## src/rtl/zepto_fetch.sv

```systemverilog
// rtl/zepto_fetch.sv - instruction fetch sequencer for the ZeptoProcessador core
// Optional wait timeout with sticky fetch_err: define ZEPTO_FETCH_TIMEOUT_EN.
module zepto_fetch #(
  parameter int WIDTH   = 16,
  parameter int INC     = 1,
  parameter int TIMEOUT = 255
) (
  input  logic             clk,
  input  logic             Reset,
  input  logic [WIDTH-1:0] pc_in,
  output logic [WIDTH-1:0] next_pc,
  output logic             imem_req,
  output logic [WIDTH-1:0] imem_addr,
  input  logic             imem_ack,
  input  logic [WIDTH-1:0] imem_rdata,
  output logic [WIDTH-1:0] instr,
  output logic [WIDTH-1:0] instr_pc,
  output logic             instr_valid,
  input  logic             instr_ready,
  input  logic             redirect_valid,
  input  logic [WIDTH-1:0] redirect_target,
  output logic             fetch_err
);

  typedef enum logic [1:0] {S_FETCH, S_WAIT, S_HOLD} state_t;

  state_t           state;
  logic             flush;
  logic [WIDTH-1:0] flush_pc;
  logic             timeout_hit;

`ifdef ZEPTO_FETCH_TIMEOUT_EN
  logic [7:0] wait_cnt;
  // An ack arriving on the timeout cycle completes normally, so the timeout requires no ack.
  assign timeout_hit = (state == S_WAIT) && !imem_ack && (wait_cnt == 8'(TIMEOUT - 1));
`else
  logic unused_timeout;
  assign unused_timeout = (TIMEOUT != 0);
  assign timeout_hit    = 1'b0;
  assign fetch_err      = 1'b0;
`endif

  always_comb begin
    next_pc = pc_in;
    if (Reset) begin
      next_pc = '0;
    end else begin
      case (state)
        S_FETCH: if (redirect_valid) next_pc = redirect_target;
        S_WAIT: begin
          // Leaving WAIT without delivering data must still honour any pending redirect.
          if (imem_ack || timeout_hit) begin
            if (redirect_valid)  next_pc = redirect_target;
            else if (flush)      next_pc = flush_pc;
          end
        end
        S_HOLD: begin
          if (redirect_valid)   next_pc = redirect_target;
          else if (instr_ready) next_pc = pc_in + WIDTH'(INC);
        end
        default: next_pc = pc_in;
      endcase
    end
  end

  always_ff @(posedge clk) begin
    if (Reset) begin
      state       <= S_FETCH;
      imem_req    <= 1'b0;
      imem_addr   <= '0;
      instr       <= '0;
      instr_pc    <= '0;
      instr_valid <= 1'b0;
      flush       <= 1'b0;
      flush_pc    <= '0;
`ifdef ZEPTO_FETCH_TIMEOUT_EN
      wait_cnt    <= '0;
      fetch_err   <= 1'b0;
`endif
    end else begin
      case (state)
        S_FETCH: begin
          if (!redirect_valid) begin
            imem_req  <= 1'b1;
            imem_addr <= pc_in;
            state     <= S_WAIT;
`ifdef ZEPTO_FETCH_TIMEOUT_EN
            wait_cnt  <= '0;
`endif
          end
        end
        S_WAIT: begin
          if (imem_ack) begin
            imem_req <= 1'b0;
            flush    <= 1'b0;
            if (!redirect_valid && !flush) begin
              instr       <= imem_rdata;
              instr_pc    <= imem_addr;
              instr_valid <= 1'b1;
              state       <= S_HOLD;
            end else begin
              state <= S_FETCH;
            end
          end else begin
            if (redirect_valid) begin
              flush    <= 1'b1;
              flush_pc <= redirect_target;
            end
`ifdef ZEPTO_FETCH_TIMEOUT_EN
            wait_cnt <= wait_cnt + 8'd1;
`endif
            if (timeout_hit) begin
              imem_req <= 1'b0;
              flush    <= 1'b0;
              state    <= S_FETCH;
`ifdef ZEPTO_FETCH_TIMEOUT_EN
              fetch_err <= 1'b1;
`endif
            end
          end
        end
        S_HOLD: begin
          if (redirect_valid || instr_ready) begin
            instr_valid <= 1'b0;
            state       <= S_FETCH;
          end
        end
        default: state <= S_FETCH;
      endcase
    end
  end

endmodule

```

## config.mk

```make
export PLATFORM = sky130hd
export DESIGN_NAME = zepto_fetch
export DESIGN_NICKNAME = d
export VERILOG_FILES = /design/src/rtl/zepto_fetch.sv
export SDC_FILE = /design/constraint.sdc
export NUM_CORES = 1
export LEC_CHECK = 0
export CAP_MARGIN = 15
export CELL_PAD_IN_SITES_DETAIL_PLACEMENT = 0
export CELL_PAD_IN_SITES_GLOBAL_PLACEMENT = 2
export CORE_ASPECT_RATIO = 2
export CORE_UTILIZATION = 34
export CTS_CLUSTER_SIZE = 10
export DETAILED_ROUTE_END_ITERATION = 8
export DONT_BUFFER_PORTS = 1
export PLACE_DENSITY_LB_ADDON = 0.08
export SKIP_LAST_GASP = 1
export SLEW_MARGIN = 30
export SYNTH_ARGS = -nofsm -noshare
export SYNTH_HDL_FRONTEND = slang
export SYNTH_SLANG_ARGS = --single-unit
```

## constraint.sdc

```tcl
create_clock -name clk -period 2 [get_ports clk]
set_input_delay 0.2 -clock clk [delete_from_list [all_inputs] [get_ports clk]]
set_output_delay 0.2 -clock clk [all_outputs]
set_load 0.02 [all_outputs]
```

==> metrics.yaml, run 1 <==
status: "finished, violations left"
violations: "negative setup slack"
setup_slack_ns: -0.02066
place_area_mm2: 0.003890
die_w_um: 75.75
placed_cells: 626
path_clk_slew_ns: 0.06
ys_ff_latch: 69
dr.pass1.iters: 4
crit_arrival_ns: 1.82
wirelength_mm: 13.17
numPortBuffers: 0
diodes: 0
synth.yosys.seq_area_share_pct: 37.35
postSynth.asyncResetShare_pct: 0
synth_top_area_cell: "dfxtp_1"
end_kind: "output pin"
synth_edf_count: 0
worst_slew_pin_slew_ns: 0.6753
setup-tns-final_ns: -0.02747
synth_cell_types: 62
drive_gt1_share_pct: 20.60
relSlewSlack_pct: 54.93
slew_violations: 0
final_antenna_net_count: 0
power.leakage_nw: 1.815
grt_pass1_vias: 3822
drc: 0
hpwl_mm: 8.913
synthFlopType: "dfxtp_1"
period_needed_ns: 2.021
root_buffer: "clkbuf_16"
netlist_area_mm2: 0.003699
grt_pass1_wl_mm: 20.12
synth_top_area_share_pct: 37.35
routedWlPerCell_um: 18.82
rrSetupSlack_ns: 0.04
final-setup-viol-count: 4
drt_iter0_drc: 135
cts_buffer_depth: 2
min_path_type: "primary input to flop"
post-synth-top-count-cell: "nand2_1"
clock_latency_ns: 0.34
viasPerCell: 5.406
synthCells: 501
die_y_um: 149.5
cts_buffers: 9
ios: 120
yosys_warnings: 0
ir_worst_vdd_uv: 470.1
syn_nets: 555
hold_ws_ns: 0.007218
cts_tree: "built"
crit_fanout: 7
coreArea_mm2: 0.01054
cap_violations: 0
gp_congestion: 0.8802
fmax_mhz: 494.9
worstPathRequired_ns: 1.80
antenna_found_initial: 0
finalCritPeriodShare_pct: 101.0
grt_max_degree: 70
area_growth_pct: 35.76
vias: 3784
initial_core_util_pct: 35.08
cp-start-kind: "flop"
num-fill-cells: 1080
clock_sinks: 69
final_area_mm2: 0.005021
grt_setup_unrepaired: "yes"
rows: 53
finalClockSkew_ns: 0.008802
synth_area_per_cell_um2: 7.382
layout.cells.non_filler: 700
htree_levels: 3
overflow: 0
crit_type: "flop to output pin"
synth_area_leaders: "dfxtp_1 37%, nand2_1 15%, a21oi_1 11%"
hold_violations: 0
track_usage_pct: 24.02
power.density_mw_per_mm2: 788.7
fin_nets: 613
pre_cts_ws_ns: 0.09561
die-area_mm2: 0.01132
yosys-top-cells-count: "143 x nand2_1, 83 x a21oi_1, 69 x dfxtp_1"
==> layout by cell type, fill, tap and decap left out, drive strengths merged, types with 8 or more instances in the layout <==
cell type    netlist  routed
dlygate4sd3        0      43
a21oi             83      83
nand2            144     144
buf               29      47
o21ai             14      14
nor2              19      19
nand4              8       8
dfxtp             69      69
a22oi              8       8
nand3             13      13
clkbuf            14       9
==> logic make-up (layout without fill, tap and decap cells) <==
group	after synthesis	in the layout	share of synthesized area, %
and+or+nand+nor	221	221	28.28
AOI/OAI and AO/OA	148	148	24.05
DFF	69	69	37.35
buffers and inverters	49	111	6.867
xor gates and xnor gates	7	7	1.658
muxes	5	5	1.353
adders and majority gates	1	1	0.3382
other	1	1	0.1014
==> layer usage <==
metal  global-route usage [%]  part of all wire (%)  vias up
met5                        0                     0        -
met4                    9.444                   3.0        0
met3                    6.465                   5.3       26
met2                    44.51                    55      121
met1                    24.14                    37     1768
li1                         -                     -     1869
==> cell type report <==
| class | instances | area (µm²) | share of cell area (%) |
|---|---|---|---|
| clock inverter | 6 | 112.6 | 2.243 |
| clock buffer | 9 | 225.2 | 4.485 |
| multi-input combinational | 383 | 2253 | 44.88 |
| tap | 137 | 171.4 | 3.414 |
| timing repair buffer | 90 | 843.3 | 16.80 |
| sequential | 69 | 1393 | 27.73 |
| inverter | 6 | 22.52 | 0.4485 |
==> sequential cells by signal, indices dropped and copies added (netlist names) <==
signal	cells
instr	16
flush	1
instr_valid	1
flush_pc	16
state	2
imem_addr	16
instr_pc	16
imem_req	1
==> final timing paths <==
kind,start,to,depth (start not counted)
max reg2reg,state[1],instr_pc[7],9
min,pc_in[4],imem_addr[4],2
min reg2reg,flush_pc[13],flush_pc[13],2
max,state[1],next_pc[1],6
==> report_power, final <==
group | total (mW) | switching (mW) | leakage, nW | internal, mW
clock network | 1.84 | 0.631 | 0.165 | 1.21
registers | 1.50 | 0.0820 | 0.562 | 1.42
logic | 0.615 | 0.324 | 1.09 | 0.291
==> stage by stage <==
stage               total power [mW]  util (%)
global placement               1.977     36.89
finish                         3.960     47.62
CTS                            3.968     46.09
detailed placement             1.979     36.89
global route                   4.123     47.62
floorplan                      1.890         -
==> what timing repair did <==
action	in CTS	in global routing
gates resized for setup	36	24
setup buffers	9	6
hold buffers	43	1
pin swaps	13	12
cloned	1	0
endpoints found under the hold margin	69	1
setup endpoints to repair	16	17
==> worst max-delay path, stage by stage (launching register included) <==
cell and delay, ns:
dfxtp_4 0.37, buf_6 0.13, o21a_4 0.20, nand2b_4 0.18
a222oi_1 0.34, nor2_1 0.09, buf_4 0.16
No activity file was read; power rests on OpenSTA's default activity.
==> inputs of run 2 (changes only) <==
--- a/config.mk
+++ b/config.mk
@@ -19,3 +19,4 @@
 export SYNTH_ARGS = -nofsm -noshare
 export SYNTH_HDL_FRONTEND = slang
 export SYNTH_SLANG_ARGS = --single-unit
+export TNS_END_PERCENT = 10
==> metrics.yaml, run 2 (synthesis results as in run 1) <==
status: "finished, violations left"
violations: "negative setup slack"
mostFrequentLayoutCells: "142 x nand2_1, 83 x a21oi_1, 66 x dfxtp_1"
cts_buffers: 9  # unchanged
power.leakage_nw: 1.752  # -3.4%
period_needed_ns: 2.068  # +0.04776 ns
coreArea_mm2: 0.01054  # unchanged
clock_sinks: 69  # unchanged
numPortBuffers: 0  # unchanged
place_area_mm2: 0.003890  # unchanged
track_usage_pct: 23.53  # -0.50 points
regArea_mm2: 0.001393  # unchanged
die_w_um: 75.75  # unchanged
cp-start-kind: "flop"
m1WireLength_mm: 4.726  # -2.3%
grt_pass1_vias: 3690  # -3.5%
antenna_found_initial: 0  # unchanged
worst_slew_pin_slew_ns: 0.6579  # -0.01739 ns
slew_violations: 0  # unchanged
crit_fanout: 8  # +1
drc: 0  # unchanged
htree_levels: 3  # unchanged
ir_worst_vdd_uv: 473.5  # +0.71%
critPathTopFamily: "buffers and inverters"
root_buffer: "clkbuf_16"
fin_nets: 606  # -1.1%
multiInputGateArea_mm2: 0.002163  # -4.0%
finalClockSkew_ns: 0.009135  # +0.0003333 ns
grt_setup_unrepaired: "yes"
grt_pass1_wl_mm: 19.69  # -2.1%
final_area_mm2: 0.004866  # -3.1%
setup_slack_ns: -0.06842  # -0.04776 ns
end_kind: "output pin"
dr.pass1.iters: 5  # +1
diodes: 0  # unchanged
num-fill-cells: 1090  # +0.93%
die_y_um: 149.5  # unchanged
area_growth_pct: 31.56
wl_met2_mm: 7.053  # -2.7%
fmax_mhz: 483.5  # -2.3%
wirelength_mm: 12.87  # -2.3%
grt_max_degree: 70  # unchanged
path_clk_slew_ns: 0.06  # about the same
initial_core_util_pct: 35.08  # unchanged
hpwl_mm: 8.913  # unchanged
rows: 53  # unchanged
die-area_mm2: 0.01132  # unchanged
ios: 120  # unchanged
drive_gt1_share_pct: 17.09  # -3.5 points
cts_buffer_depth: 2  # unchanged
finalCritPeriodShare_pct: 103.4  # +2.4 points
cts_tree: "built"
vias: 3719  # -1.7%
routedWlPerCell_um: 18.58  # -1.3%
min_path_type: "primary input to flop"
gp_congestion: 0.8802  # unchanged
cpMostUsedCell: "buf_4"
highest_layer: "met4"
overflow: 0  # unchanged
slowest_stage: "dfxtp_4"
viasPerCell: 5.367  # -0.73%
worstPathRequired_ns: 1.80  # about the same
finalPower_mw: 3.918  # -1.1%
final_antenna_net_count: 0  # unchanged
crit_arrival_ns: 1.87  # +0.05 ns
hold_violations: 0  # unchanged
clock_latency_ns: 0.34  # about the same
drt_iter0_drc: 122  # -9.6%
slowest_delay_ns: 0.37  # about the same
power.density_mw_per_mm2: 805.1  # +2.1%
crit_type: "flop to output pin"
worstPathBufferInverterCount: 3  # +1
relSlewSlack_pct: 56.09  # +1.2 points
cp_cell_sequence: "buf_4 -> nand2b_1 -> buf_4 -> o32ai_1 -> a32o_1 -> buf_4"
mostFrequentLayoutCell: "nand2_1"
cap_violations: 0  # unchanged
setup-tns-final_ns: -0.2167  # -0.1892 ns
final-setup-viol-count: 10  # +6
wl_met3_um: 762  # +9.8%
==> run 2: changes by cell type in the layout (fill, tap and decap cells not counted), moves of 3 or more <==
cell,delta
o21ai_0,+3
a22oi_2,-3
a22oi_1,+3
buf_6,-4
==> run 2: power breakdown <==
group | leakage, nW | switching [mW] | internal [mW] | total (mW)
registers | 0.562 | 0.0806 | 1.42 | 1.50
clock network | 0.165 | 0.625 | 1.21 | 1.84
logic | 1.02 | 0.312 | 0.268 | 0.579
total | 1.75 | 1.02 | 2.90 | 3.92
==> run 2: worst paths after layout <==
check / startpoint / end / slack (ns) / cells after the start
max: state[0] / next_pc[3] / -0.07 / 6
min: pc_in[4] / imem_addr[4] / 0.007 / 2
max reg2reg: state[1] / flush_pc[10] / 0.06 / 7
min reg2reg: flush_pc[13] / flush_pc[13] / 0.45 / 2
==> run 2: cell type report <==
cell class / count / share of cell area, %
Timing Repair Buffer: 83 / 15.99
Tap cell: 137 / 3.523
Multi-Input combinational cell: 383 / 44.46
Sequential cell: 69 / 28.62
Clock inverter: 6 / 2.314
Clock buffer: 9 / 4.628
Inverter: 6 / 0.4628
==> run 2: routing by layer <==
| layer | track usage [%] | vias to the layer above |
|---|---|---|
| li1 | - | 1850 |
| met3 | 6.397 | 22 |
| met5 | 0 | - |
| met1 | 24.02 | 1724 |
| met2 | 43.27 | 123 |
| met4 | 8.981 | 0 |
==> run 2: repair_timing <==
action,4_1_cts,5_1_grt
pin swaps,5,6
hold buffers,43,1
setup buffers,4,5
setup endpoints to repair,16,16
hold endpoints to repair,69,1
gates resized for setup,18,16
==> run 2: metrics by stage <==
stage | hold WS [ns] | cells | util (%) | worst slack [ns]
final | 0.006911 | 693 | 46.15 | -0.06842
after global routing | 0.006464 | 693 | 46.15 | -0.1106
after CTS | 0.0006562 | 687 | 45.11 | -0.05859
after detailed placement | 0.2762 | 626 | 36.89 | 0.09561
after global placement | 0.2749 | 626 | 36.89 | 0.08880
after floorplan | 0.3360 | 501 | - | 0.1926
